### src/rtl/panel_pkg.sv
// Shared types and constants for the PDP front-panel controller.
// Holds the state encoding, the word width and the button event decoder.
package panel_pkg;

   localparam int WORD_W       = 12;
   localparam int DEBOUNCE_DEF = 4;

   localparam int BTN_HALT  = 0;
   localparam int BTN_LOAD  = 1;
   localparam int BTN_DEP   = 2;
   localparam int BTN_EXAM  = 3;
   localparam int BTN_STEPI = 4;
   localparam int BTN_STEPM = 5;
   localparam int BTN_RUN   = 6;
   localparam int BTN_N     = 7;

   typedef logic [WORD_W-1:0] word_t;

   typedef enum logic [2:0] {
      ST_HALTED,
      ST_RUNNING,
      ST_STOPPING,
      ST_STEPPING,
      ST_MEM_A,
      ST_MEM_B
   } state_t;

   typedef enum logic [2:0] {
      EV_NONE,
      EV_HALT,
      EV_LOAD,
      EV_DEP,
      EV_EXAM,
      EV_STEPI,
      EV_STEPM,
      EV_RUN
   } event_t;

   // Lower-priority presses in the same cycle are dropped here.
   function automatic event_t pick_event(
      input logic [BTN_N-1:0] p
   );
      event_t e;
      e = EV_NONE;
      priority case (1'b1)
         p[BTN_HALT]:  e = EV_HALT;
         p[BTN_LOAD]:  e = EV_LOAD;
         p[BTN_DEP]:   e = EV_DEP;
         p[BTN_EXAM]:  e = EV_EXAM;
         p[BTN_STEPI]: e = EV_STEPI;
         p[BTN_STEPM]: e = EV_STEPM;
         p[BTN_RUN]:   e = EV_RUN;
         default:      e = EV_NONE;
      endcase
      return e;
   endfunction

endpackage

### src/rtl/panel_if.sv
// Front-panel signal bundle: buttons, switch register, sequencer
// commands and the panel side of the memory bus.
interface panel_if;
   import panel_pkg::*;

   logic  sw_run;
   logic  sw_halt;
   logic  sw_stepi;
   logic  sw_stepm;
   logic  sw_loadaddr;
   logic  sw_dep;
   logic  sw_exam;
   word_t sr;
   logic  instr_end;
   word_t mem_rdata;

   logic  run;
   logic  halt;
   logic  stepi;
   logic  stepm;
   word_t mem_addr;
   word_t mem_wdata;
   logic  mem_rd;
   logic  mem_we;
   logic  panel_owns_bus;
   logic  running;
   word_t pma;
   word_t panel_data;

   modport master (
      output sw_run, sw_halt, sw_stepi, sw_stepm,
      output sw_loadaddr, sw_dep, sw_exam,
      output sr, instr_end, mem_rdata,
      input  run, halt, stepi, stepm,
      input  mem_addr, mem_wdata, mem_rd, mem_we,
      input  panel_owns_bus, running, pma, panel_data
   );

   modport slave (
      input  sw_run, sw_halt, sw_stepi, sw_stepm,
      input  sw_loadaddr, sw_dep, sw_exam,
      input  sr, instr_end, mem_rdata,
      output run, halt, stepi, stepm,
      output mem_addr, mem_wdata, mem_rd, mem_we,
      output panel_owns_bus, running, pma, panel_data
   );

endinterface

### src/rtl/panel_debounce.sv
// Per-button 2-flop synchronizer, stability counter and press detector.
// A level is accepted after DEBOUNCE equal synchronized samples.
module panel_debounce #(
   parameter int DEBOUNCE = 4
) (
   input  logic i_clk,
   input  logic i_clear,
   input  logic i_raw,
   output logic o_press
);

   localparam int CW = (DEBOUNCE > 1) ? $clog2(DEBOUNCE) : 1;
   localparam logic [CW-1:0] LAST = CW'(DEBOUNCE - 1);

   logic          r_s1;
   logic          r_s2;
   logic          r_stable;
   logic          r_stable_q;
   logic          r_press;
   logic [CW-1:0] r_cnt;

   always_ff @(posedge i_clk or posedge i_clear) begin
      if (i_clear) begin
         r_s1       <= 1'b0;
         r_s2       <= 1'b0;
         r_stable   <= 1'b0;
         r_stable_q <= 1'b0;
         r_press    <= 1'b0;
         r_cnt      <= '0;
      end else begin
         r_s1       <= i_raw;
         r_s2       <= r_s1;
         r_stable_q <= r_stable;
         r_press    <= r_stable & ~r_stable_q;
         if (r_s2 == r_stable) begin
            r_cnt <= '0;
         end else if (r_cnt == LAST) begin
            r_stable <= r_s2;
            r_cnt    <= '0;
         end else begin
            r_cnt <= r_cnt + 1'b1;
         end
      end
   end

   assign o_press = r_press;

endmodule

### src/rtl/panel_ctrl.sv
// Front-panel controller: debounced buttons drive run/halt/step
// commands to the sequencer and examine/deposit cycles on memory.
module panel_ctrl
   import panel_pkg::*;
#(
   parameter int DEBOUNCE = DEBOUNCE_DEF
) (
   input logic     i_clk,
   input logic     i_clear,
   panel_if.slave  bus
);

   logic [BTN_N-1:0] w_raw;
   logic [BTN_N-1:0] w_press;
   event_t           w_ev;

   assign w_raw[BTN_HALT]  = bus.sw_halt;
   assign w_raw[BTN_LOAD]  = bus.sw_loadaddr;
   assign w_raw[BTN_DEP]   = bus.sw_dep;
   assign w_raw[BTN_EXAM]  = bus.sw_exam;
   assign w_raw[BTN_STEPI] = bus.sw_stepi;
   assign w_raw[BTN_STEPM] = bus.sw_stepm;
   assign w_raw[BTN_RUN]   = bus.sw_run;

   for (genvar g = 0; g < BTN_N; g++) begin : g_btn
      panel_debounce #(
         .DEBOUNCE (DEBOUNCE)
      ) u_db (
         .i_clk   (i_clk),
         .i_clear (i_clear),
         .i_raw   (w_raw[g]),
         .o_press (w_press[g])
      );
   end

   assign w_ev = pick_event(w_press);

   state_t r_state, w_state_nxt;
   logic   r_dep, w_dep_nxt;
   logic   r_run, w_run_nxt;
   logic   r_halt, w_halt_nxt;
   logic   r_stepi, w_stepi_nxt;
   logic   r_stepm, w_stepm_nxt;
   word_t  r_pma, w_pma_nxt;
   word_t  r_pdata, w_pdata_nxt;

   always_ff @(posedge i_clk or posedge i_clear) begin
      if (i_clear) begin
         r_state <= ST_HALTED;
         r_dep   <= 1'b0;
         r_run   <= 1'b0;
         r_halt  <= 1'b0;
         r_stepi <= 1'b0;
         r_stepm <= 1'b0;
         r_pma   <= '0;
         r_pdata <= '0;
      end else begin
         r_state <= w_state_nxt;
         r_dep   <= w_dep_nxt;
         r_run   <= w_run_nxt;
         r_halt  <= w_halt_nxt;
         r_stepi <= w_stepi_nxt;
         r_stepm <= w_stepm_nxt;
         r_pma   <= w_pma_nxt;
         r_pdata <= w_pdata_nxt;
      end
   end

   always_comb begin
      w_state_nxt = r_state;
      w_dep_nxt   = r_dep;
      w_run_nxt   = 1'b0;
      w_halt_nxt  = 1'b0;
      w_stepi_nxt = 1'b0;
      w_stepm_nxt = 1'b0;
      w_pma_nxt   = r_pma;
      w_pdata_nxt = r_pdata;
      unique case (r_state)
         ST_HALTED: begin
            unique case (w_ev)
               EV_LOAD: w_pma_nxt = bus.sr;
               EV_DEP: begin
                  w_dep_nxt   = 1'b1;
                  w_state_nxt = ST_MEM_A;
               end
               EV_EXAM: begin
                  w_dep_nxt   = 1'b0;
                  w_state_nxt = ST_MEM_A;
               end
               EV_STEPI: begin
                  w_stepi_nxt = 1'b1;
                  w_state_nxt = ST_STEPPING;
               end
               EV_STEPM: w_stepm_nxt = 1'b1;
               EV_RUN: begin
                  w_run_nxt   = 1'b1;
                  w_state_nxt = ST_RUNNING;
               end
               default: ;
            endcase
         end
         ST_RUNNING: begin
            if (w_ev == EV_HALT) begin
               w_halt_nxt  = 1'b1;
               w_state_nxt = ST_STOPPING;
            end
         end
         ST_STOPPING, ST_STEPPING: begin
            if (bus.instr_end) w_state_nxt = ST_HALTED;
         end
         ST_MEM_A: begin
            if (!r_dep) w_pdata_nxt = bus.mem_rdata;
            w_state_nxt = ST_MEM_B;
         end
         ST_MEM_B: begin
            w_pma_nxt   = r_pma + 1'b1;
            w_state_nxt = ST_HALTED;
         end
         default: w_state_nxt = ST_HALTED;
      endcase
   end

   assign bus.run   = r_run;
   assign bus.halt  = r_halt;
   assign bus.stepi = r_stepi;
   assign bus.stepm = r_stepm;

   assign bus.mem_addr  = r_pma;
   assign bus.mem_wdata = bus.sr;
   assign bus.mem_rd    = (r_state == ST_MEM_A) & ~r_dep;
   assign bus.mem_we    = (r_state == ST_MEM_A) & r_dep;

   assign bus.panel_owns_bus = (r_state == ST_HALTED)
                             | (r_state == ST_MEM_A)
                             | (r_state == ST_MEM_B);
   assign bus.running = (r_state == ST_RUNNING)
                      | (r_state == ST_STOPPING);

   assign bus.pma        = r_pma;
   assign bus.panel_data = r_pdata;

endmodule

### src/flat_wrapper.sv
// flat-port wrapper written by rule: the top's interface ports become plain ports
module panel_ctrl_flat import panel_pkg::*;
#(
   parameter int DEBOUNCE = DEBOUNCE_DEF
)
  (i_clk, i_clear, bus_sw_run, bus_sw_halt, bus_sw_stepi, bus_sw_stepm, bus_sw_loadaddr, bus_sw_dep, bus_sw_exam, bus_sr, bus_instr_end, bus_mem_rdata, bus_run, bus_halt, bus_stepi, bus_stepm, bus_mem_addr, bus_mem_wdata, bus_mem_rd, bus_mem_we, bus_panel_owns_bus, bus_running, bus_pma, bus_panel_data);
  panel_if bus_i ();
  input logic i_clk;
  input logic i_clear;
  input wire logic [$bits(bus_i.sw_run)-1:0] bus_sw_run;
  input wire logic [$bits(bus_i.sw_halt)-1:0] bus_sw_halt;
  input wire logic [$bits(bus_i.sw_stepi)-1:0] bus_sw_stepi;
  input wire logic [$bits(bus_i.sw_stepm)-1:0] bus_sw_stepm;
  input wire logic [$bits(bus_i.sw_loadaddr)-1:0] bus_sw_loadaddr;
  input wire logic [$bits(bus_i.sw_dep)-1:0] bus_sw_dep;
  input wire logic [$bits(bus_i.sw_exam)-1:0] bus_sw_exam;
  input wire logic [$bits(bus_i.sr)-1:0] bus_sr;
  input wire logic [$bits(bus_i.instr_end)-1:0] bus_instr_end;
  input wire logic [$bits(bus_i.mem_rdata)-1:0] bus_mem_rdata;
  output wire logic [$bits(bus_i.run)-1:0] bus_run;
  output wire logic [$bits(bus_i.halt)-1:0] bus_halt;
  output wire logic [$bits(bus_i.stepi)-1:0] bus_stepi;
  output wire logic [$bits(bus_i.stepm)-1:0] bus_stepm;
  output wire logic [$bits(bus_i.mem_addr)-1:0] bus_mem_addr;
  output wire logic [$bits(bus_i.mem_wdata)-1:0] bus_mem_wdata;
  output wire logic [$bits(bus_i.mem_rd)-1:0] bus_mem_rd;
  output wire logic [$bits(bus_i.mem_we)-1:0] bus_mem_we;
  output wire logic [$bits(bus_i.panel_owns_bus)-1:0] bus_panel_owns_bus;
  output wire logic [$bits(bus_i.running)-1:0] bus_running;
  output wire logic [$bits(bus_i.pma)-1:0] bus_pma;
  output wire logic [$bits(bus_i.panel_data)-1:0] bus_panel_data;
  assign bus_i.sw_run = bus_sw_run;
  assign bus_i.sw_halt = bus_sw_halt;
  assign bus_i.sw_stepi = bus_sw_stepi;
  assign bus_i.sw_stepm = bus_sw_stepm;
  assign bus_i.sw_loadaddr = bus_sw_loadaddr;
  assign bus_i.sw_dep = bus_sw_dep;
  assign bus_i.sw_exam = bus_sw_exam;
  assign bus_i.sr = bus_sr;
  assign bus_i.instr_end = bus_instr_end;
  assign bus_i.mem_rdata = bus_mem_rdata;
  assign bus_run = bus_i.run;
  assign bus_halt = bus_i.halt;
  assign bus_stepi = bus_i.stepi;
  assign bus_stepm = bus_i.stepm;
  assign bus_mem_addr = bus_i.mem_addr;
  assign bus_mem_wdata = bus_i.mem_wdata;
  assign bus_mem_rd = bus_i.mem_rd;
  assign bus_mem_we = bus_i.mem_we;
  assign bus_panel_owns_bus = bus_i.panel_owns_bus;
  assign bus_running = bus_i.running;
  assign bus_pma = bus_i.pma;
  assign bus_panel_data = bus_i.panel_data;
  panel_ctrl #(.DEBOUNCE(DEBOUNCE)) u_core (.i_clk(i_clk), .i_clear(i_clear), .bus(bus_i));
endmodule
### config.mk
export PLATFORM = sky130hd
export DESIGN_NAME = panel_ctrl_flat
export DESIGN_NICKNAME = d
export VERILOG_FILES = /design/src/rtl/panel_pkg.sv /design/src/rtl/panel_if.sv /design/src/rtl/panel_debounce.sv /design/src/rtl/panel_ctrl.sv /design/src/flat_wrapper.sv
export SDC_FILE = /design/constraint.sdc
export NUM_CORES = 1
export LEC_CHECK = 0
export CORE_UTILIZATION = 25
export CTS_BUF_LIST = sky130_fd_sc_hd__clkbuf_8 sky130_fd_sc_hd__clkbuf_16
export DETAILED_ROUTE_END_ITERATION = 8
export SETUP_SLACK_MARGIN = 0.5
export SLEW_MARGIN = 20
export SYNTH_ARGS = -nofsm -noshare
export SYNTH_HDL_FRONTEND = slang
export SYNTH_SLANG_ARGS = --single-unit
### constraint.sdc
create_clock -name i_clk -period 7.4 [get_ports i_clk]
set_clock_uncertainty 0.05 [all_clocks]
set_input_delay 1.48 -clock i_clk [delete_from_list [all_inputs] [get_ports i_clk]]
set_output_delay 1.48 -clock i_clk [all_outputs]
set_load 0.03 [all_outputs]
==> results.sh <==
export IMPL_viasPerCell=4.32
export IMPL_drt_total_wl_mm=6.74
export IMPL_ios=90
export IMPL_syn_nets=315
export IMPL_worstSetupStartpoint="bus_sr[2]"
export IMPL_r2r_end="u_core.bus.panel_data[3]$_DFFE_PP0P_"
export IMPL_comb_power_share=0.409
export IMPL_period_share=0.564
export IMPL_hold_violations=0
export IMPL_fin_tns_setup_ps=0
export IMPL_reg2reg_setup_slack_ps=5440
export IMPL_drive_gt1_frac=0.133
export IMPL_crit_path_end_kind="output port"
export IMPL_power_frac_seq=0.363
export IMPL_whs_path_depth=0
export IMPL_coreArea_um2=13200
export IMPL_post_cts_buffers=0
export IMPL_hold_start="u_core.g_btn[4].u_db.r_s1$_DFF_PP0_"
export IMPL_p_switching_uw=791
export IMPL_worst_slack_ps=3220
export IMPL_fmax_mhz=239
export IMPL_syn_cell_area_um2=3400
export IMPL_instances_no_fill=522
export IMPL_clock_sinks=81
export IMPL_worstPathRequired_ps=5870
export IMPL_grt_pass1_vias=2257
export IMPL_async_reset_ff_frac=1.00
export IMPL_cts_max_level=3
export IMPL_cp_num_buf_inv=2
export IMPL_syn_avg_cell_area_um2=12.4
export IMPL_ys_warnings_count=0
export IMPL_multi_input_area_um2=1100
export IMPL_die_h_um=119
export IMPL_p_per_area_nw_per_um2=458
export IMPL_drc=0
export IMPL_cts_root_buf="clkbuf_16"
export IMPL_grt_pass1_wl_mm=11.3
export IMPL_synthAdderAreaFrac=0.0295
export IMPL_fin_crit_ps=4180
export IMPL_cap_violations=0
export IMPL_r2r_start="u_core.r_state[1]$_DFFE_PP0P_"
export IMPL_power_share_clock=0.228
export IMPL_cp_start_kind="input port"
export IMPL_slew_viol_final=0
export IMPL_r2r_cells=4
export IMPL_area_growth_pct=35.0
export IMPL_setup_viol_count_final=0
export IMPL_peakVddDrop_mv=0.109
export IMPL_post_dp_hpwl_mm=4.65
export IMPL_hold_path_class="reg2reg"
export IMPL_final_common_cell="clkdlybuf4s50_1"
export IMPL_relSlewSlack=0.515
export IMPL_clk_latency_ps=340
export IMPL_die_w_um=119
export IMPL_diodes=0
export IMPL_clk_pin_slew_ps=60
export IMPL_antenna_found_initial=0
export IMPL_crit_path_top_delay_cell="clkdlybuf4s50_1"
export IMPL_pre_cts_ws_ps=3220
export IMPL_nNetsFinal=384
export IMPL_portBuffers=89
export IMPL_postCtsHoldBufs=0
export IMPL_crit_chain="clkdlybuf4s50_1 > clkdlybuf4s50_1"
export IMPL_synthDistinctLibCells=44
export IMPL_wl_per_cell_um=12.9
export IMPL_initial_core_util=0.257
export IMPL_status="complete, no violations"
export IMPL_seqCellArea_um2=2030
export IMPL_yosys_area_share_simple=0.134
export IMPL_worst_pin_slew_ps=728
export IMPL_drt_pass1_iter_count=4
export IMPL_synth_seq_area_share=0.597
export IMPL_post_cts_resized=0
export IMPL_num_rows=42
export IMPL_grt_max_degree=82
export IMPL_synth_top_family_by_area="simple AND/OR/NAND/NOR gates"
export IMPL_clk_path_buf_depth=2
export IMPL_die_area_um2=14100
export IMPL_cp_common_cell="clkdlybuf4s50_1"
export IMPL_rsz0062_at_grt="false"
export IMPL_grt_usage=0.105
export IMPL_antenna_left=0
export IMPL_synth_cells=273
export IMPL_power_internal_uw=1310
export IMPL_final_cell_mix="clkdlybuf4s50_1 (89), dfrtp_1 (81), mux2_2 (19), nor2_1 (15), nor2b_1 (15)"
export IMPL_crit_type="in2out"
export IMPL_overflow=0
export IMPL_swShare=0.376
export IMPL_cpPeakStageDelay_ps=670
export IMPL_synth_xor_area_frac=0.0206
export IMPL_synth_mux_area_frac=0.0659
export IMPL_p_leak_uw=0.00192
export IMPL_cts_tree="done"
export IMPL_synth_main_ff_cell="dfrtp_1"
export IMPL_synth_edf_count=0
export IMPL_cpLargestDelayFamily="buffers and inverters"
export IMPL_first_iter_violations=117
export IMPL_vias=2256
export IMPL_synth_compound_area_frac=0.0729
export IMPL_routabilityCongestion=0.731
export IMPL_crit_arrival_ps=2650
export IMPL_ys_seq_elements=81
export IMPL_fill_cells=1299
export IMPL_dp_cells=507
export IMPL_numCtsBuffers=9
export IMPL_worstHoldEndpoint="u_core.g_btn[4].u_db.r_s2$_DFF_PP0_"
export IMPL_cp_max_fo=2
[how the worst max path moves through the flow]
| stage | to | cells after the start |
|---|---|---|
| finish | bus_mem_wdata[2] | 2 |
| global route | bus_mem_rd | 4 |
| CTS | bus_mem_wdata[2] | 2 |
| global placement | bus_mem_wdata[3] | 2 |
| detailed placement | bus_mem_wdata[8] | 2 |
| floorplan | u_core.bus.halt$_DFF_PP0_ | 1 |
[metal layers]
metal	routed length, um	vias to the layer above	GRT usage	share of wire
li1	-	1071	-	-
met1	2970	1098	0.123	0.44
met2	3210	78	0.168	0.48
met3	423	9	0.0357	0.063
met4	135	0	0.0546	0.020
met5	0	-	0	0
[power by group through the flow]
stage	clock network (uW)	registers, uW	logic (uW)
global route	513	791	932
detailed placement	0	772	872
floorplan	0	859	506
finish	479	762	860
CTS	496	764	873
global placement	0	762	857
[cell usage after synthesis (4+ instances only)]
| library cell | number | share of area |
|---|---|---|
| buf_4 | 28 | 0.062 |
| nor2b_1 | 15 | 0.028 |
| ha_1 | 8 | 0.029 |
| dfrtp_1 | 81 | 0.60 |
| nand2_1 | 14 | 0.015 |
| nand3_1 | 10 | 0.015 |
| nor2_1 | 15 | 0.017 |
| inv_1 | 5 | 0.0055 |
| a21oi_1 | 9 | 0.013 |
| mux2_2 | 19 | 0.063 |
| buf_6 | 4 | 0.013 |
| xnor2_1 | 8 | 0.021 |
| nor3_1 | 11 | 0.016 |
| nor2_2 | 4 | 0.0074 |
| o21ai_0 | 4 | 0.0059 |
[cells by family (layout without fill, tap and decap cells)]
| kind of cell | count (synthesis) | after routing |
|---|---|---|
| compound gates | 35 | 35 |
| flops | 81 | 81 |
| buf+inv | 37 | 110 |
| fa+ha+maj | 8 | 8 |
| simple gates | 84 | 84 |
| mux | 20 | 20 |
| xor+xnor | 8 | 8 |
[per-stage QoR]
| stage | cell area (um^2) | util | hold WS, ps | power, uW |
|---|---|---|---|---|
| floorplan | 3400 | - | 281 | 1370 |
| global placement | 4260 | 0.322 | 281 | 1620 |
| detailed placement | 4260 | 0.322 | 286 | 1640 |
| CTS | 4580 | 0.346 | 299 | 2130 |
| global route | 4580 | 0.346 | 306 | 2240 |
| finish | 4580 | 0.346 | 297 | 2100 |
[registers in the layout, indices dropped and copies added (netlist names)]
name	flops
u_core.r_state	3
u_core.bus.halt	1
u_core.r_dep	1
u_core.g_btn.u_db.r_s1	7
u_core.g_btn.u_db.r_stable_q	7
u_core.bus.mem_addr	12
u_core.bus.panel_data	12
u_core.bus.stepi	1
u_core.g_btn.u_db.r_s2	7
u_core.bus.stepm	1
u_core.g_btn.u_db.o_press	7
u_core.g_btn.u_db.r_stable	7
u_core.g_btn.u_db.r_cnt	14
u_core.bus.run	1
[final cells by class]
cell class                 count  share of cell area
sequential                    81               0.442
multi-input combinational    155               0.239
timing repair buffer          90               0.197
clock buffer                  10              0.0521
tap                          176              0.0480
clock inverter                 5              0.0175
inverter                       5             0.00437
No activity file was read; power rests on OpenSTA's default activity.
